**src/rtl/riscv_pkg.sv**
```systemverilog
// Shared decode definitions for the 5-stage RISC-V core: ALUOp encodings,
// datapath width and the per-instruction control bundle carried down the pipe.
package riscv_pkg;

    localparam int XLEN = 32;

    localparam logic [1:0] ALUOP_MEM = 2'b00;
    localparam logic [1:0] ALUOP_BR  = 2'b01;
    localparam logic [1:0] ALUOP_R   = 2'b10;

    typedef struct packed {
        logic       alu_src;
        logic       mem_read;
        logic       mem_write;
        logic       reg_write;
        logic       mem_to_reg;
        logic       branch;
        logic [1:0] alu_op;
    } ctrl_t;

    // A bubble must never write state or touch memory; alu_op falls back to add.
    localparam ctrl_t CTRL_BUBBLE = '{
        alu_src:    1'b0,
        mem_read:   1'b0,
        mem_write:  1'b0,
        reg_write:  1'b0,
        mem_to_reg: 1'b0,
        branch:     1'b0,
        alu_op:     ALUOP_MEM
    };

endpackage

```
**src/rtl/id_ex_stage_if.sv**
```systemverilog
// ID -> EX boundary bundle. flush squashes EX on the next edge and wins over
// everything; hold freezes EX; stall_id asks upstream to freeze PC and IF/ID.
interface id_ex_stage_if #(
    parameter int XLEN  = 32,
    parameter int RA_W  = 5,
    parameter int CNT_W = 16
);
    logic            id_valid;
    logic [XLEN-1:0] id_pc, id_rs1_data, id_rs2_data, id_imm;
    logic [RA_W-1:0] id_rs1, id_rs2, id_rd;
    logic            id_uses_rs1, id_uses_rs2;
    logic [2:0]      id_funct3;
    logic [6:0]      id_funct7;
    logic [1:0]      id_alu_op;
    logic            id_alu_src, id_mem_read, id_mem_write;
    logic            id_reg_write, id_mem_to_reg, id_branch;
    logic            flush, hold;

    logic            ex_valid;
    logic [XLEN-1:0] ex_pc, ex_rs1_data, ex_rs2_data, ex_imm;
    logic [RA_W-1:0] ex_rs1, ex_rs2, ex_rd;
    logic            ex_uses_rs1, ex_uses_rs2;
    logic [2:0]      ex_funct3;
    logic [6:0]      ex_funct7;
    logic [1:0]      ex_alu_op;
    logic            ex_alu_src, ex_mem_read, ex_mem_write;
    logic            ex_reg_write, ex_mem_to_reg, ex_branch;
    logic            stall_id;
    logic [CNT_W-1:0] bubble_cnt, flush_cnt;

    modport master (
        output id_valid, id_pc, id_rs1_data, id_rs2_data, id_imm,
               id_rs1, id_rs2, id_rd, id_uses_rs1, id_uses_rs2,
               id_funct3, id_funct7, id_alu_op, id_alu_src, id_mem_read,
               id_mem_write, id_reg_write, id_mem_to_reg, id_branch, flush, hold,
        input  ex_valid, ex_pc, ex_rs1_data, ex_rs2_data, ex_imm,
               ex_rs1, ex_rs2, ex_rd, ex_uses_rs1, ex_uses_rs2,
               ex_funct3, ex_funct7, ex_alu_op, ex_alu_src, ex_mem_read,
               ex_mem_write, ex_reg_write, ex_mem_to_reg, ex_branch,
               stall_id, bubble_cnt, flush_cnt
    );

    modport slave (
        input  id_valid, id_pc, id_rs1_data, id_rs2_data, id_imm,
               id_rs1, id_rs2, id_rd, id_uses_rs1, id_uses_rs2,
               id_funct3, id_funct7, id_alu_op, id_alu_src, id_mem_read,
               id_mem_write, id_reg_write, id_mem_to_reg, id_branch, flush, hold,
        output ex_valid, ex_pc, ex_rs1_data, ex_rs2_data, ex_imm,
               ex_rs1, ex_rs2, ex_rd, ex_uses_rs1, ex_uses_rs2,
               ex_funct3, ex_funct7, ex_alu_op, ex_alu_src, ex_mem_read,
               ex_mem_write, ex_reg_write, ex_mem_to_reg, ex_branch,
               stall_id, bubble_cnt, flush_cnt
    );

endinterface

```
**src/rtl/load_use_detect.sv**
```systemverilog
// Flags an ID instruction that reads the destination of a load currently in EX.
module load_use_detect #(
    parameter int RA_W = 5
) (
    input  logic            id_valid,
    input  logic            ex_valid,
    input  logic            ex_mem_read,
    input  logic [RA_W-1:0] ex_rd,
    input  logic [RA_W-1:0] id_rs1,
    input  logic [RA_W-1:0] id_rs2,
    input  logic            id_uses_rs1,
    input  logic            id_uses_rs2,
    output logic            lu
);

    logic rs1_hit, rs2_hit;

    assign rs1_hit = id_uses_rs1 & (ex_rd == id_rs1);
    assign rs2_hit = id_uses_rs2 & (ex_rd == id_rs2);
    // x0 is hardwired, so a load targeting it never produces a dependency.
    assign lu = id_valid & ex_valid & ex_mem_read & (ex_rd != '0) & (rs1_hit | rs2_hit);

endmodule

```
**src/rtl/id_ex_stage.sv**
```systemverilog
// ID/EX pipeline register with load-use bubble insertion, flush squash,
// hold freeze and saturating bubble/flush event counters.
module id_ex_stage #(
    parameter int XLEN  = riscv_pkg::XLEN,
    parameter int RA_W  = 5,
    parameter int CNT_W = 16
) (
    input logic          clk,
    input logic          rst_n,
    id_ex_stage_if.slave bus
);
    import riscv_pkg::*;

    typedef struct packed {
        logic [XLEN-1:0] pc;
        logic [XLEN-1:0] rs1_data;
        logic [XLEN-1:0] rs2_data;
        logic [XLEN-1:0] imm;
        logic [RA_W-1:0] rs1;
        logic [RA_W-1:0] rs2;
        logic [RA_W-1:0] rd;
        logic            uses_rs1;
        logic            uses_rs2;
        logic [2:0]      funct3;
        logic [6:0]      funct7;
    } dp_t;

    ctrl_t            id_ctrl, ex_ctrl;
    dp_t              id_dp, ex_dp;
    logic             ex_valid;
    logic             lu;
    logic             lu_bubble;
    logic [CNT_W-1:0] bubble_cnt, flush_cnt;

    assign id_ctrl = '{
        alu_src:    bus.id_alu_src,
        mem_read:   bus.id_mem_read,
        mem_write:  bus.id_mem_write,
        reg_write:  bus.id_reg_write,
        mem_to_reg: bus.id_mem_to_reg,
        branch:     bus.id_branch,
        alu_op:     bus.id_alu_op
    };

    assign id_dp = '{
        pc:       bus.id_pc,
        rs1_data: bus.id_rs1_data,
        rs2_data: bus.id_rs2_data,
        imm:      bus.id_imm,
        rs1:      bus.id_rs1,
        rs2:      bus.id_rs2,
        rd:       bus.id_rd,
        uses_rs1: bus.id_uses_rs1,
        uses_rs2: bus.id_uses_rs2,
        funct3:   bus.id_funct3,
        funct7:   bus.id_funct7
    };

    load_use_detect #(.RA_W(RA_W)) u_load_use_detect (
        .id_valid    (bus.id_valid),
        .ex_valid    (ex_valid),
        .ex_mem_read (ex_ctrl.mem_read),
        .ex_rd       (ex_dp.rd),
        .id_rs1      (bus.id_rs1),
        .id_rs2      (bus.id_rs2),
        .id_uses_rs1 (bus.id_uses_rs1),
        .id_uses_rs2 (bus.id_uses_rs2),
        .lu          (lu)
    );

    // Priority: flush, then hold, then load-use, then plain capture.
    assign lu_bubble = ~bus.flush & ~bus.hold & lu;

    always_ff @(posedge clk or negedge rst_n) begin
        if (!rst_n) begin
            ex_valid <= 1'b0;
            ex_ctrl  <= CTRL_BUBBLE;
            ex_dp    <= '0;
        end else if (bus.flush || lu_bubble) begin
            ex_valid <= 1'b0;
            ex_ctrl  <= CTRL_BUBBLE;
            ex_dp    <= id_dp;
        end else if (!bus.hold) begin
            ex_valid <= bus.id_valid;
            ex_ctrl  <= id_ctrl;
            ex_dp    <= id_dp;
        end
    end

    always_ff @(posedge clk or negedge rst_n) begin
        if (!rst_n) begin
            bubble_cnt <= '0;
            flush_cnt  <= '0;
        end else if (bus.flush) begin
            if (~&flush_cnt) flush_cnt <= flush_cnt + 1'b1;
        end else if (lu_bubble) begin
            if (~&bubble_cnt) bubble_cnt <= bubble_cnt + 1'b1;
        end
    end

    assign bus.stall_id      = (lu | bus.hold) & ~bus.flush;
    assign bus.bubble_cnt    = bubble_cnt;
    assign bus.flush_cnt     = flush_cnt;
    assign bus.ex_valid      = ex_valid;
    assign bus.ex_pc         = ex_dp.pc;
    assign bus.ex_rs1_data   = ex_dp.rs1_data;
    assign bus.ex_rs2_data   = ex_dp.rs2_data;
    assign bus.ex_imm        = ex_dp.imm;
    assign bus.ex_rs1        = ex_dp.rs1;
    assign bus.ex_rs2        = ex_dp.rs2;
    assign bus.ex_rd         = ex_dp.rd;
    assign bus.ex_uses_rs1   = ex_dp.uses_rs1;
    assign bus.ex_uses_rs2   = ex_dp.uses_rs2;
    assign bus.ex_funct3     = ex_dp.funct3;
    assign bus.ex_funct7     = ex_dp.funct7;
    assign bus.ex_alu_op     = ex_ctrl.alu_op;
    assign bus.ex_alu_src    = ex_ctrl.alu_src;
    assign bus.ex_mem_read   = ex_ctrl.mem_read;
    assign bus.ex_mem_write  = ex_ctrl.mem_write;
    assign bus.ex_reg_write  = ex_ctrl.reg_write;
    assign bus.ex_mem_to_reg = ex_ctrl.mem_to_reg;
    assign bus.ex_branch     = ex_ctrl.branch;

endmodule

```
**src/flat_wrapper.sv**
```systemverilog
// flat-port wrapper written by rule: the top's interface ports become plain ports
module id_ex_stage_flat import riscv_pkg::*;
#(
    parameter int XLEN  = riscv_pkg::XLEN,
    parameter int RA_W  = 5,
    parameter int CNT_W = 16
)
  (clk, rst_n, bus_id_valid, bus_id_pc, bus_id_rs1_data, bus_id_rs2_data, bus_id_imm, bus_id_rs1, bus_id_rs2, bus_id_rd, bus_id_uses_rs1, bus_id_uses_rs2, bus_id_funct3, bus_id_funct7, bus_id_alu_op, bus_id_alu_src, bus_id_mem_read, bus_id_mem_write, bus_id_reg_write, bus_id_mem_to_reg, bus_id_branch, bus_flush, bus_hold, bus_ex_valid, bus_ex_pc, bus_ex_rs1_data, bus_ex_rs2_data, bus_ex_imm, bus_ex_rs1, bus_ex_rs2, bus_ex_rd, bus_ex_uses_rs1, bus_ex_uses_rs2, bus_ex_funct3, bus_ex_funct7, bus_ex_alu_op, bus_ex_alu_src, bus_ex_mem_read, bus_ex_mem_write, bus_ex_reg_write, bus_ex_mem_to_reg, bus_ex_branch, bus_stall_id, bus_bubble_cnt, bus_flush_cnt);
  id_ex_stage_if #(.XLEN(XLEN), .RA_W(RA_W), .CNT_W(CNT_W)) bus_i ();
  input logic clk;
  input logic rst_n;
  input wire logic [$bits(bus_i.id_valid)-1:0] bus_id_valid;
  input wire logic [$bits(bus_i.id_pc)-1:0] bus_id_pc;
  input wire logic [$bits(bus_i.id_rs1_data)-1:0] bus_id_rs1_data;
  input wire logic [$bits(bus_i.id_rs2_data)-1:0] bus_id_rs2_data;
  input wire logic [$bits(bus_i.id_imm)-1:0] bus_id_imm;
  input wire logic [$bits(bus_i.id_rs1)-1:0] bus_id_rs1;
  input wire logic [$bits(bus_i.id_rs2)-1:0] bus_id_rs2;
  input wire logic [$bits(bus_i.id_rd)-1:0] bus_id_rd;
  input wire logic [$bits(bus_i.id_uses_rs1)-1:0] bus_id_uses_rs1;
  input wire logic [$bits(bus_i.id_uses_rs2)-1:0] bus_id_uses_rs2;
  input wire logic [$bits(bus_i.id_funct3)-1:0] bus_id_funct3;
  input wire logic [$bits(bus_i.id_funct7)-1:0] bus_id_funct7;
  input wire logic [$bits(bus_i.id_alu_op)-1:0] bus_id_alu_op;
  input wire logic [$bits(bus_i.id_alu_src)-1:0] bus_id_alu_src;
  input wire logic [$bits(bus_i.id_mem_read)-1:0] bus_id_mem_read;
  input wire logic [$bits(bus_i.id_mem_write)-1:0] bus_id_mem_write;
  input wire logic [$bits(bus_i.id_reg_write)-1:0] bus_id_reg_write;
  input wire logic [$bits(bus_i.id_mem_to_reg)-1:0] bus_id_mem_to_reg;
  input wire logic [$bits(bus_i.id_branch)-1:0] bus_id_branch;
  input wire logic [$bits(bus_i.flush)-1:0] bus_flush;
  input wire logic [$bits(bus_i.hold)-1:0] bus_hold;
  output wire logic [$bits(bus_i.ex_valid)-1:0] bus_ex_valid;
  output wire logic [$bits(bus_i.ex_pc)-1:0] bus_ex_pc;
  output wire logic [$bits(bus_i.ex_rs1_data)-1:0] bus_ex_rs1_data;
  output wire logic [$bits(bus_i.ex_rs2_data)-1:0] bus_ex_rs2_data;
  output wire logic [$bits(bus_i.ex_imm)-1:0] bus_ex_imm;
  output wire logic [$bits(bus_i.ex_rs1)-1:0] bus_ex_rs1;
  output wire logic [$bits(bus_i.ex_rs2)-1:0] bus_ex_rs2;
  output wire logic [$bits(bus_i.ex_rd)-1:0] bus_ex_rd;
  output wire logic [$bits(bus_i.ex_uses_rs1)-1:0] bus_ex_uses_rs1;
  output wire logic [$bits(bus_i.ex_uses_rs2)-1:0] bus_ex_uses_rs2;
  output wire logic [$bits(bus_i.ex_funct3)-1:0] bus_ex_funct3;
  output wire logic [$bits(bus_i.ex_funct7)-1:0] bus_ex_funct7;
  output wire logic [$bits(bus_i.ex_alu_op)-1:0] bus_ex_alu_op;
  output wire logic [$bits(bus_i.ex_alu_src)-1:0] bus_ex_alu_src;
  output wire logic [$bits(bus_i.ex_mem_read)-1:0] bus_ex_mem_read;
  output wire logic [$bits(bus_i.ex_mem_write)-1:0] bus_ex_mem_write;
  output wire logic [$bits(bus_i.ex_reg_write)-1:0] bus_ex_reg_write;
  output wire logic [$bits(bus_i.ex_mem_to_reg)-1:0] bus_ex_mem_to_reg;
  output wire logic [$bits(bus_i.ex_branch)-1:0] bus_ex_branch;
  output wire logic [$bits(bus_i.stall_id)-1:0] bus_stall_id;
  output wire logic [$bits(bus_i.bubble_cnt)-1:0] bus_bubble_cnt;
  output wire logic [$bits(bus_i.flush_cnt)-1:0] bus_flush_cnt;
  assign bus_i.id_valid = bus_id_valid;
  assign bus_i.id_pc = bus_id_pc;
  assign bus_i.id_rs1_data = bus_id_rs1_data;
  assign bus_i.id_rs2_data = bus_id_rs2_data;
  assign bus_i.id_imm = bus_id_imm;
  assign bus_i.id_rs1 = bus_id_rs1;
  assign bus_i.id_rs2 = bus_id_rs2;
  assign bus_i.id_rd = bus_id_rd;
  assign bus_i.id_uses_rs1 = bus_id_uses_rs1;
  assign bus_i.id_uses_rs2 = bus_id_uses_rs2;
  assign bus_i.id_funct3 = bus_id_funct3;
  assign bus_i.id_funct7 = bus_id_funct7;
  assign bus_i.id_alu_op = bus_id_alu_op;
  assign bus_i.id_alu_src = bus_id_alu_src;
  assign bus_i.id_mem_read = bus_id_mem_read;
  assign bus_i.id_mem_write = bus_id_mem_write;
  assign bus_i.id_reg_write = bus_id_reg_write;
  assign bus_i.id_mem_to_reg = bus_id_mem_to_reg;
  assign bus_i.id_branch = bus_id_branch;
  assign bus_i.flush = bus_flush;
  assign bus_i.hold = bus_hold;
  assign bus_ex_valid = bus_i.ex_valid;
  assign bus_ex_pc = bus_i.ex_pc;
  assign bus_ex_rs1_data = bus_i.ex_rs1_data;
  assign bus_ex_rs2_data = bus_i.ex_rs2_data;
  assign bus_ex_imm = bus_i.ex_imm;
  assign bus_ex_rs1 = bus_i.ex_rs1;
  assign bus_ex_rs2 = bus_i.ex_rs2;
  assign bus_ex_rd = bus_i.ex_rd;
  assign bus_ex_uses_rs1 = bus_i.ex_uses_rs1;
  assign bus_ex_uses_rs2 = bus_i.ex_uses_rs2;
  assign bus_ex_funct3 = bus_i.ex_funct3;
  assign bus_ex_funct7 = bus_i.ex_funct7;
  assign bus_ex_alu_op = bus_i.ex_alu_op;
  assign bus_ex_alu_src = bus_i.ex_alu_src;
  assign bus_ex_mem_read = bus_i.ex_mem_read;
  assign bus_ex_mem_write = bus_i.ex_mem_write;
  assign bus_ex_reg_write = bus_i.ex_reg_write;
  assign bus_ex_mem_to_reg = bus_i.ex_mem_to_reg;
  assign bus_ex_branch = bus_i.ex_branch;
  assign bus_stall_id = bus_i.stall_id;
  assign bus_bubble_cnt = bus_i.bubble_cnt;
  assign bus_flush_cnt = bus_i.flush_cnt;
  id_ex_stage #(.XLEN(XLEN), .RA_W(RA_W), .CNT_W(CNT_W)) u_core (.clk(clk), .rst_n(rst_n), .bus(bus_i));
endmodule
```
**config.mk**
```make
export PLATFORM = sky130hd
export DESIGN_NAME = id_ex_stage_flat
export DESIGN_NICKNAME = d
export VERILOG_FILES = /design/src/rtl/riscv_pkg.sv /design/src/rtl/id_ex_stage_if.sv /design/src/rtl/load_use_detect.sv /design/src/rtl/id_ex_stage.sv /design/src/flat_wrapper.sv
export SDC_FILE = /design/constraint.sdc
export NUM_CORES = 1
export LEC_CHECK = 0
export ABC_AREA = 1
export BUFFER_PORTS_ARGS = -buffer_cell sky130_fd_sc_hd__clkbuf_2
export CAP_MARGIN = 20
export CORE_AREA = 2 2 144 146
export DETAILED_ROUTE_END_ITERATION = 8
export DIE_AREA = 0 0 146 148
export HOLD_SLACK_MARGIN = 0.06
export PLACE_DENSITY = 0.83
export SLEW_MARGIN = 20
export SYNTH_ARGS = -nofsm -noshare
export SYNTH_HDL_FRONTEND = slang
export SYNTH_SLANG_ARGS = --single-unit
```
**constraint.sdc**
```tcl
create_clock -name clk -period 1.7 [get_ports clk]
set_input_delay 0.255 -clock clk [delete_from_list [all_inputs] [get_ports clk]]
set_output_delay 0.255 -clock clk [all_outputs]
set_load 0.02 [all_outputs]
```
---- Yosys cells after proc, flatten, opt, wreduce, memory -nomap -nowiden ----
Index checks and enable logic that the tools add are counted.
storage, ports and cells
  register bits ........................... 196
  input port bits ......................... 168
  output and inout bits ................... 197
  word-level logic and storage cells ...... 53
operators by class
  $add $sub $neg .......................... 2
  equality and inequality tests ........... 3
  mux-type cells .......................... 6
  bitwise logic cells ..................... 15
  reduce and logical (&&, ||, !) cells .... 6
operators with widths
  kind                                                   count
  two-way mux 155 bit                                    2
  adder 16 x 1 -> 16 bit, second input constant          2
  AND reduction 16 bit                                   2
  two-way mux 8 bit                                      2
  == test 5 bit                                          2
  bitwise AND 1 bit                                      9
  nonzero test 5 bit                                     1
  NOT 1 bit                                              4
  AND reduction 3 bit                                    1
  two-way mux 1 bit                                      2
  inequality test 2 x 1 -> 1 bit, second input constant  1
  bitwise OR 1 bit                                       2
  AND reduction 2 bit                                    1
  logical OR 1 bit                                       1

---- Logic depth before layout (Yosys ltp) ----
Gate-level depths: netlist (run 1).
  depth after elaboration ................. 7
  gate-level depth with buffers ........... 11
  gate-level depth less buffers ........... 10

---- Modules after synthesis ----
From an unflattened synthesis (run 1), not the netlist that was laid out.
unflattened totals
  cells, all modules ...................... 712
  area total of the unflattened synthesis .. 9107.5 um^2
by module, submodules not included
  module           times used  cells each  area each (um^2)  seq. area each (um^2)
  id_ex_stage      1           656         8877.3            4904.7
  load_use_detect  1           56          230.2             0.0

---- Worst setup path after synthesis (run 1) ----
OpenSTA, ideal clock, no wires.
  path type ............................... reg2out
  from .................................... register u_core.ex_dp (netlist bit u_core.bus.ex_rd[1])
  to ...................................... output bus_stall_id
  data arrival time ....................... 1.619 ns
  data required time ...................... 1.445 ns
  setup slack ............................. -0.174 ns
  cell stages (with the launch flop) ...... 9
  path buffers ............................ 0
  path through ............................ dfrtp_1 inv_1 nand2_1 nand2_1 nor2_1 nand3_1 nand2_1 nand2_1 o21ai_0
between the ends
  word-level cells in the longest chain between the ends .. 6
  elaborated cells on any way between the ends .. 10
  classes of those cells .................. 2 x eq/ne; 7 x bitwise; 1 x reduce/logical
RTL lines
  element                                      line                                          text
  start: declaration                           id_ex_stage.sv:29                             dp_t id_dp, ex_dp;
  start signal: assignment                     id_ex_stage.sv:82                             ex_dp <= id_dp;
  start signal: assignment                     id_ex_stage.sv:86                             ex_dp <= id_dp;
  == test 5 bit, on equally long branches      load_use_detect.sv:18, load_use_detect.sv:19
  bitwise AND 1 bit, on equally long branches  load_use_detect.sv:18, load_use_detect.sv:19
  bitwise OR 1 bit                             load_use_detect.sv:21                         assign lu = id_valid & ex_valid & ex_mem_read & (ex_rd != '0) & (rs1_hit | rs2_hit);
  bitwise AND 1 bit *                          load_use_detect.sv:21
  bitwise OR 1 bit *                           id_ex_stage.sv:101                            assign bus.stall_id = (lu | bus.hold) & ~bus.flush;
  bitwise AND 1 bit *                          id_ex_stage.sv:101
  end: declaration                             flat_wrapper.sv:52                            output wire logic [$bits(bus_i.stall_id)-1:0] bus_stall_id;
Mark *: on every way between the ends. The rest lies on a longest branch, timed or not.

---- Worst setup path in the final report (run 1) ----
Ends and elaborated chain as after synthesis.

==> impl_metrics.toml, run 1 <==
[critical_path]
critPathLaunchType = "flop"
critPathSlowestCell = "dfrtp_1"
crit_chain = "inv_2, nand2_1, nand2_1, nor2_1, nand3_1, nand2_2, nand2_2, o21ai_2, clkbuf_8"
cp-end-kind = "output pin"
critical_path.max_fanout = 4
r2r-end = "u_core.bus.flush_cnt[10]$_DFFE_PN0P_"
worst_r2r_path_depth = 9
worstPathArrival_ns = 1.68
critical_path_required_ns = 1.44
crit_type = "flop to output pin"
critical_path.max_stage_delay_ns = 0.41
r2r_slack_ns = 0.10
reg2reg_from = "u_core.bus.flush_cnt[0]$_DFFE_PN0P_"

[clock_network]
cts.sinks = 196
cts_root_buf = "clkbuf_16"
clock_latency_ns = 0.42
htree_levels = 4
path_clk_slew_ns = 0.08
clockBufferDepth = 2
numCtsBuffers = 17
cts_tree = "built"

[floorplanning]
start_util_pct = 41.0
io_pins = 365
die_h_um = 148
die_area_mm2 = 0.0216
die_w_um = 146
fp.coreArea_mm2 = 0.0200
rows = 52

[timing]
hold_violations = 0
finalCriticalPeriod_ns = 1.94
relSlewSlack_pct = 69.6
finClkSkew_ns = 0.0125
rsz0062_at_grt = "yes"
fin_ws_ns = -0.236
fin_crit_sh_pct = 114
setup_violations = 1
drv_slew = 0
fmax_mhz = 517
fin_setup_tns_ns = -0.236
worst_pin_slew_ns = 0.453

[drt]
wl_um = 25900
drcViolationCount = 0
drt_iter0_markers = 372
drtAntennaViolNets = 0
avgRoutedWirePerCell_um = 17.5
via_per_inst = 4.86
first_pass_iters = 5
num_vias = 7203

[final_layout]
final_nets = 1370
multi_input_area_mm2 = 0.00297
fill_cells = 1527
fin_util_pct = 61.9
antenna_cells = 0
drive_gt1_share_pct = 48.5
area_delta_synth_final_pct = 51.1
seqCellArea_mm2 = 0.00491
fin_area_mm2 = 0.0124
final_cells = 1483

[power_and_ir_drop]
fin_total_pwr_mw = 11.8
leakage_nw = 6.22
vdd_drop_max_v = 0.000608
power.density_mw_per_mm2 = 949

[outcome]
violations = "setup timing"
status = "finished with violations"

[synthesis]
synthCells = 683
ys_top_cells_by_count = "196 x dfrtp_1, 140 x mux2_2, 133 x nand2_1"
yosysSeqAreaShare_pct = 59.7
synth_area_leaders = "dfrtp_1 60%, mux2_2 19%, nand2_1 6.1%, inv_1 1.8%, nor2_1 1.6%"
ys_async_sr_fraction_pct = 100
synth-edff-count = 0
synthesis.nets = 853
synth.avg_cell_area_um2 = 12.0
yosysWarnings = 0
syn_area_mm2 = 0.00821
synthFlopType = "dfrtp_1"
synth.largest_area_cell = "dfrtp_1"
synth_top_area_share_pct = 59.7
yosys_register_bits = 196
ys_types = 26
yosysMostFrequentCell = "dfrtp_1"

[placement]
dp_hpwl_um = 17000
dp_cells = 1315
gp_congestion = 0.853
placed_area_mm2 = 0.0105
io_buffers = 364

[worst_hold_path]
whs_path_depth = 3
worstHoldStart = "bus_id_reg_write"
hp-class = "primary input to flop"
hold_end = "u_core.bus.ex_reg_write$_DFFE_PN0P_"

[grt]
grt-ovfl-total = 0
first_global_vias = 7405
grt_pass1_wl_um = 39700
grt_max_degree = 76
antenna_found_initial = 0
grt_usage_pct = 23.2

[job]
max_cap_viol_count = 0
-- logic make-up after synthesis --
| group | share of synthesized area, % |
|---|---|
| muxes | 19.2 |
| AOI/OAI and AO/OA | 1.69 |
| DFF | 59.7 |
| xor gates and xnor gates | 2.67 |
| and+or+nand+nor | 11.9 |
| buffers and inverters | 4.45 |
| adders and majority gates | 0.305 |
-- critical path, delay by kind of cell (launching register included) --
kind	cells	cell delay, ns
and+or+nand+nor	6	0.49
buffers and inverters	2	0.23
AOI/OAI and AO/OA	1	0.12
DFF	1	0.41
-- report_power, final --
part | switching [mW] | internal [mW]
registers | 0.316 | 5.08
clock network | 1.93 | 1.95
logic | 1.40 | 1.09
-- repair_timing --
action / 4_1_cts / 5_1_grt
buffers inserted: 3 / 3
pin swaps: 2 / 1
endpoints found under the hold margin: 167 / 3
hold buffers: 127 / 3
resized for setup: 6 / 3
setup endpoints to repair: 1 / 22
-- area by class of cell --
type                       count  share of cell area (%)
clock buffer                  18                    3.46
inverter                      43                    1.30
clock inverter                14                    1.12
tap                          270                    2.72
sequential                   196                    39.6
multi-input combinational    420                    23.9
timing repair buffer         522                    27.9
-- cell usage in the layout (no fill, tap or decap), types with 2 or more instances in the layout --
cell,n
nand4_1,5
nand2_1,129
nor3_1,13
mux2_2,140
a21oi_1,10
xor2_1,14
xnor2_1,10
o21ai_1,4
clkbuf_16,17
o21ai_0,11
nor2_2,2
nor2_4,3
nand2_2,6
buf_12,9
dlygate4sd3_1,130
clkinv_4,2
nand3_2,3
dfrtp_1,195
clkinv_8,2
inv_1,38
inv_2,5
clkbuf_2,362
nand3_1,25
buf_4,19
clkbuf_8,2
inv_8,3
nor2_1,35
inv_6,4
nand3b_1,3
clkinvlp_4,2
ha_1,2
-- metal layers --
layer / wire [um] / part of all wire (%) / track usage [%]
met4: 893 / 3.5 / 8.98
met3: 1380 / 5.3 / 5.22
met2: 13700 / 53 / 42.3
met5: 0 / 0 / 0
met1: 9870 / 38 / 26.8
-- worst max-delay path by stage --
stage,startpoint,endpoint,slack [ns]
detailed placement,u_core.bus.ex_rd[1]$_DFFE_PN0P_,bus_stall_id,0.05
floorplan,u_core.bus.ex_rd[1]$_DFFE_PN0P_,bus_stall_id,0.07
CTS,u_core.bus.ex_rd[1]$_DFFE_PN0P_,bus_stall_id,-0.23
finish,u_core.bus.ex_rd[1]$_DFFE_PN0P_,bus_stall_id,-0.24
global route,u_core.bus.ex_rd[1]$_DFFE_PN0P_,bus_stall_id,-0.36
global placement,u_core.bus.ex_rd[2]$_DFFE_PN0P_,bus_stall_id,0.08
-- stage by stage --
stage / setup slack [ns] / hold WS (ns)
after global routing: -0.361 / 0.0616
after global placement: 0.0792 / 0.253
after floorplan: 0.0704 / -0.0406
after CTS: -0.229 / 0.0604
after detailed placement: 0.0501 / 0.255
final: -0.236 / 0.0769
Note: power is estimated with default switching activity, not from simulation.
==> run 2, diff against run 1 <==
--- a/config.mk
+++ b/config.mk
@@ -8,11 +8,12 @@
 export ABC_AREA = 1
 export BUFFER_PORTS_ARGS = -buffer_cell sky130_fd_sc_hd__clkbuf_2
 export CAP_MARGIN = 20
-export CORE_AREA = 2 2 144 146
+export CORE_AREA = 2 2 141 143
+export CTS_BUF_LIST = sky130_fd_sc_hd__clkbuf_8
 export DETAILED_ROUTE_END_ITERATION = 8
-export DIE_AREA = 0 0 146 148
+export DIE_AREA = 0 0 143 145
 export HOLD_SLACK_MARGIN = 0.06
-export PLACE_DENSITY = 0.83
+export PLACE_DENSITY = 0.86
 export SLEW_MARGIN = 20
 export SYNTH_ARGS = -nofsm -noshare
 export SYNTH_HDL_FRONTEND = slang
==> run 2 against run 1 <==
Against the previous run:
- the flow still finishes with violations (setup timing)
- clock power is 21% lower
- design area is 2.1% higher
- critical endpoint unchanged
- wire length rose by 6.7%
- via count rose by 3.6%
- setup slack worse by 0.073 ns
==> impl_metrics.toml, run 2 (synthesis results as in run 1) <==
[timing]
finClkSkew_ns = 0.00977
fin_crit_sh_pct = 118
hold_ws_ns = 0.113
fmax_mhz = 498
setup_violations = 1
hold_violations = 0
drv_slew = 0
finalCriticalPeriod_ns = 2.01
relSlewSlack_pct = 67.8
rsz0062_at_grt = "yes"
worst_pin_slew_ns = 0.483
fin_ws_ns = -0.309

[placement]
dp_hpwl_um = 17200
dp_cells = 1318
io_buffers = 364
gp_congestion = 0.868

[worst_hold_path]
hp-class = "primary input to flop"
whs_path_depth = 3
worstHoldStart = "bus_id_rs2[3]"
hold_end = "u_core.bus.ex_rs2[3]$_DFFE_PN0P_"

[drt]
via_per_inst = 4.91
avgRoutedWirePerCell_um = 18.1
first_pass_iters = 4
wl_um = 27600
num_vias = 7461
drt_iter0_markers = 361
drtAntennaViolNets = 0
drcViolationCount = 0

[grt]
grt_max_degree = 54
first_global_vias = 8144
antenna_found_initial = 3
grt_usage_pct = 26.8
grt_pass1_wl_um = 43000
grt-ovfl-total = 0

[floorplanning]
die_w_um = 143
io_pins = 365
rows = 51
start_util_pct = 42.7
fp.coreArea_mm2 = 0.0192
die_h_um = 145
die_area_mm2 = 0.0207

[clock_network]
cts_root_buf = "clkbuf_8"
path_clk_slew_ns = 0.11
cts_tree = "built"
numCtsBuffers = 17
htree_levels = 4
clockBufferDepth = 2
clock_latency_ns = 0.46
cts.sinks = 196

[critical_path]
reg2reg_from = "u_core.bus.flush_cnt[4]$_DFFE_PN0P_"
critical_path_required_ns = 1.44
critPathLaunchType = "flop"
critical_path.max_fanout = 4
r2r_slack_ns = 0.10
worst_r2r_path_depth = 8
r2r-end = "u_core.bus.flush_cnt[7]$_DFFE_PN0P_"
cp-end-kind = "output pin"
worstPathArrival_ns = 1.75
crit_type = "flop to output pin"

[final_layout]
area_delta_synth_final_pct = 54.3
drive_gt1_share_pct = 48.2
final_nets = 1410
final_cells = 1521
final_common_cell = "clkbuf_2"
final_cell_mix = "362 x clkbuf_2, 195 x dfrtp_1, 162 x dlygate4sd3_1, 140 x mux2_2, 127 x nand2_1"

[power_and_ir_drop]
power.density_mw_per_mm2 = 874
leakage_nw = 6.31
fin_total_pwr_mw = 11.1
vdd_drop_max_v = 0.000517

[job]
max_cap_viol_count = 0

[outcome]
status = "finished with violations"
violations = "setup timing"
==> run 2: cell types whose count changed in the layout (fill, tap and decap cells not counted), sizes merged <==
cell / change
dlygate4sd3: +32
clkbuf: -1
clkinv: +1
buf: +8
clkinvlp: -1
bufinv: +1
diode: +3
==> run 2: critical path, cell delays in order (launching register included) <==
cell	delay (ns)
dfrtp_1	0.43
inv_2	0.08
nand2_1	0.07
nand2_1	0.06
nor2_1	0.10
nand3_1	0.09
nand2_2	0.09
nand2_2	0.07
o21ai_2	0.13
clkbuf_8	0.17
==> run 2: how the worst max path moves through the flow <==
stage | start | to | slack (ns) | depth (start not counted)
floorplan | u_core.bus.ex_rd[1]$_DFFE_PN0P_ | bus_stall_id | 0.07 | 8
global placement | u_core.bus.ex_valid$_DFFE_PN0P_ | bus_stall_id | 0.13 | 7
detailed placement | u_core.bus.flush_cnt[0]$_DFFE_PN0P_ | u_core.bus.flush_cnt[2]$_DFFE_PN0P_ | 0.09 | 9
CTS | u_core.bus.ex_rd[4]$_DFFE_PN0P_ | bus_stall_id | -0.26 | 9
global route | u_core.bus.ex_rd[2]$_DFFE_PN0P_ | bus_stall_id | -0.41 | 9
finish | u_core.bus.ex_rd[1]$_DFFE_PN0P_ | bus_stall_id | -0.31 | 9
==> run 2: where the power goes <==
part | switching [mW] | internal (mW)
Clock | 1.84 | 1.23
Sequential | 0.311 | 5.08
Combinational | 1.46 | 1.15
==> run 2: timing repair <==
action,4_1_cts,5_1_grt
hold endpoints to repair,208,0
resized for setup,7,19
endpoints found under the setup margin,1,28
hold buffers,162,0
pin swaps,4,4
buffers inserted,3,3
==> run 2: layer usage <==
metal  part of all wire [%]  track usage (%)  up-vias
li1                       -                -     3376
met1                     36             28.9     3617
met2                     53             46.8      353
met3                    5.9             6.63      115
met4                    5.6             16.0        0
met5                      0                0        -
==> run 2: layout make-up <==
type                            count  area [um^2]
Antenna cell                        3         7.51
Clock buffer                       17          234
Clock inverter                     15          165
Fill cell                        1335         6540
Inverter                           43          161
Multi-Input combinational cell    420         3020
Sequential cell                   196         4910
Tap cell                          265          332
Timing Repair Buffer              562         3840
==> run 2: through the flow <==
step | TNS (ns) | area (um^2) | util (%) | setup WS (ns)
5_1_grt | -0.426 | 12700 | 65.9 | -0.411
3_3_place_gp | 0 | 10500 | 54.7 | 0.130
3_5_place_dp | 0 | 10500 | 54.7 | 0.0892
4_1_cts | -0.265 | 12600 | 65.4 | -0.265
6_report | -0.309 | 12700 | 65.9 | -0.309
2_1_floorplan | 0 | 8210 | - | 0.0704
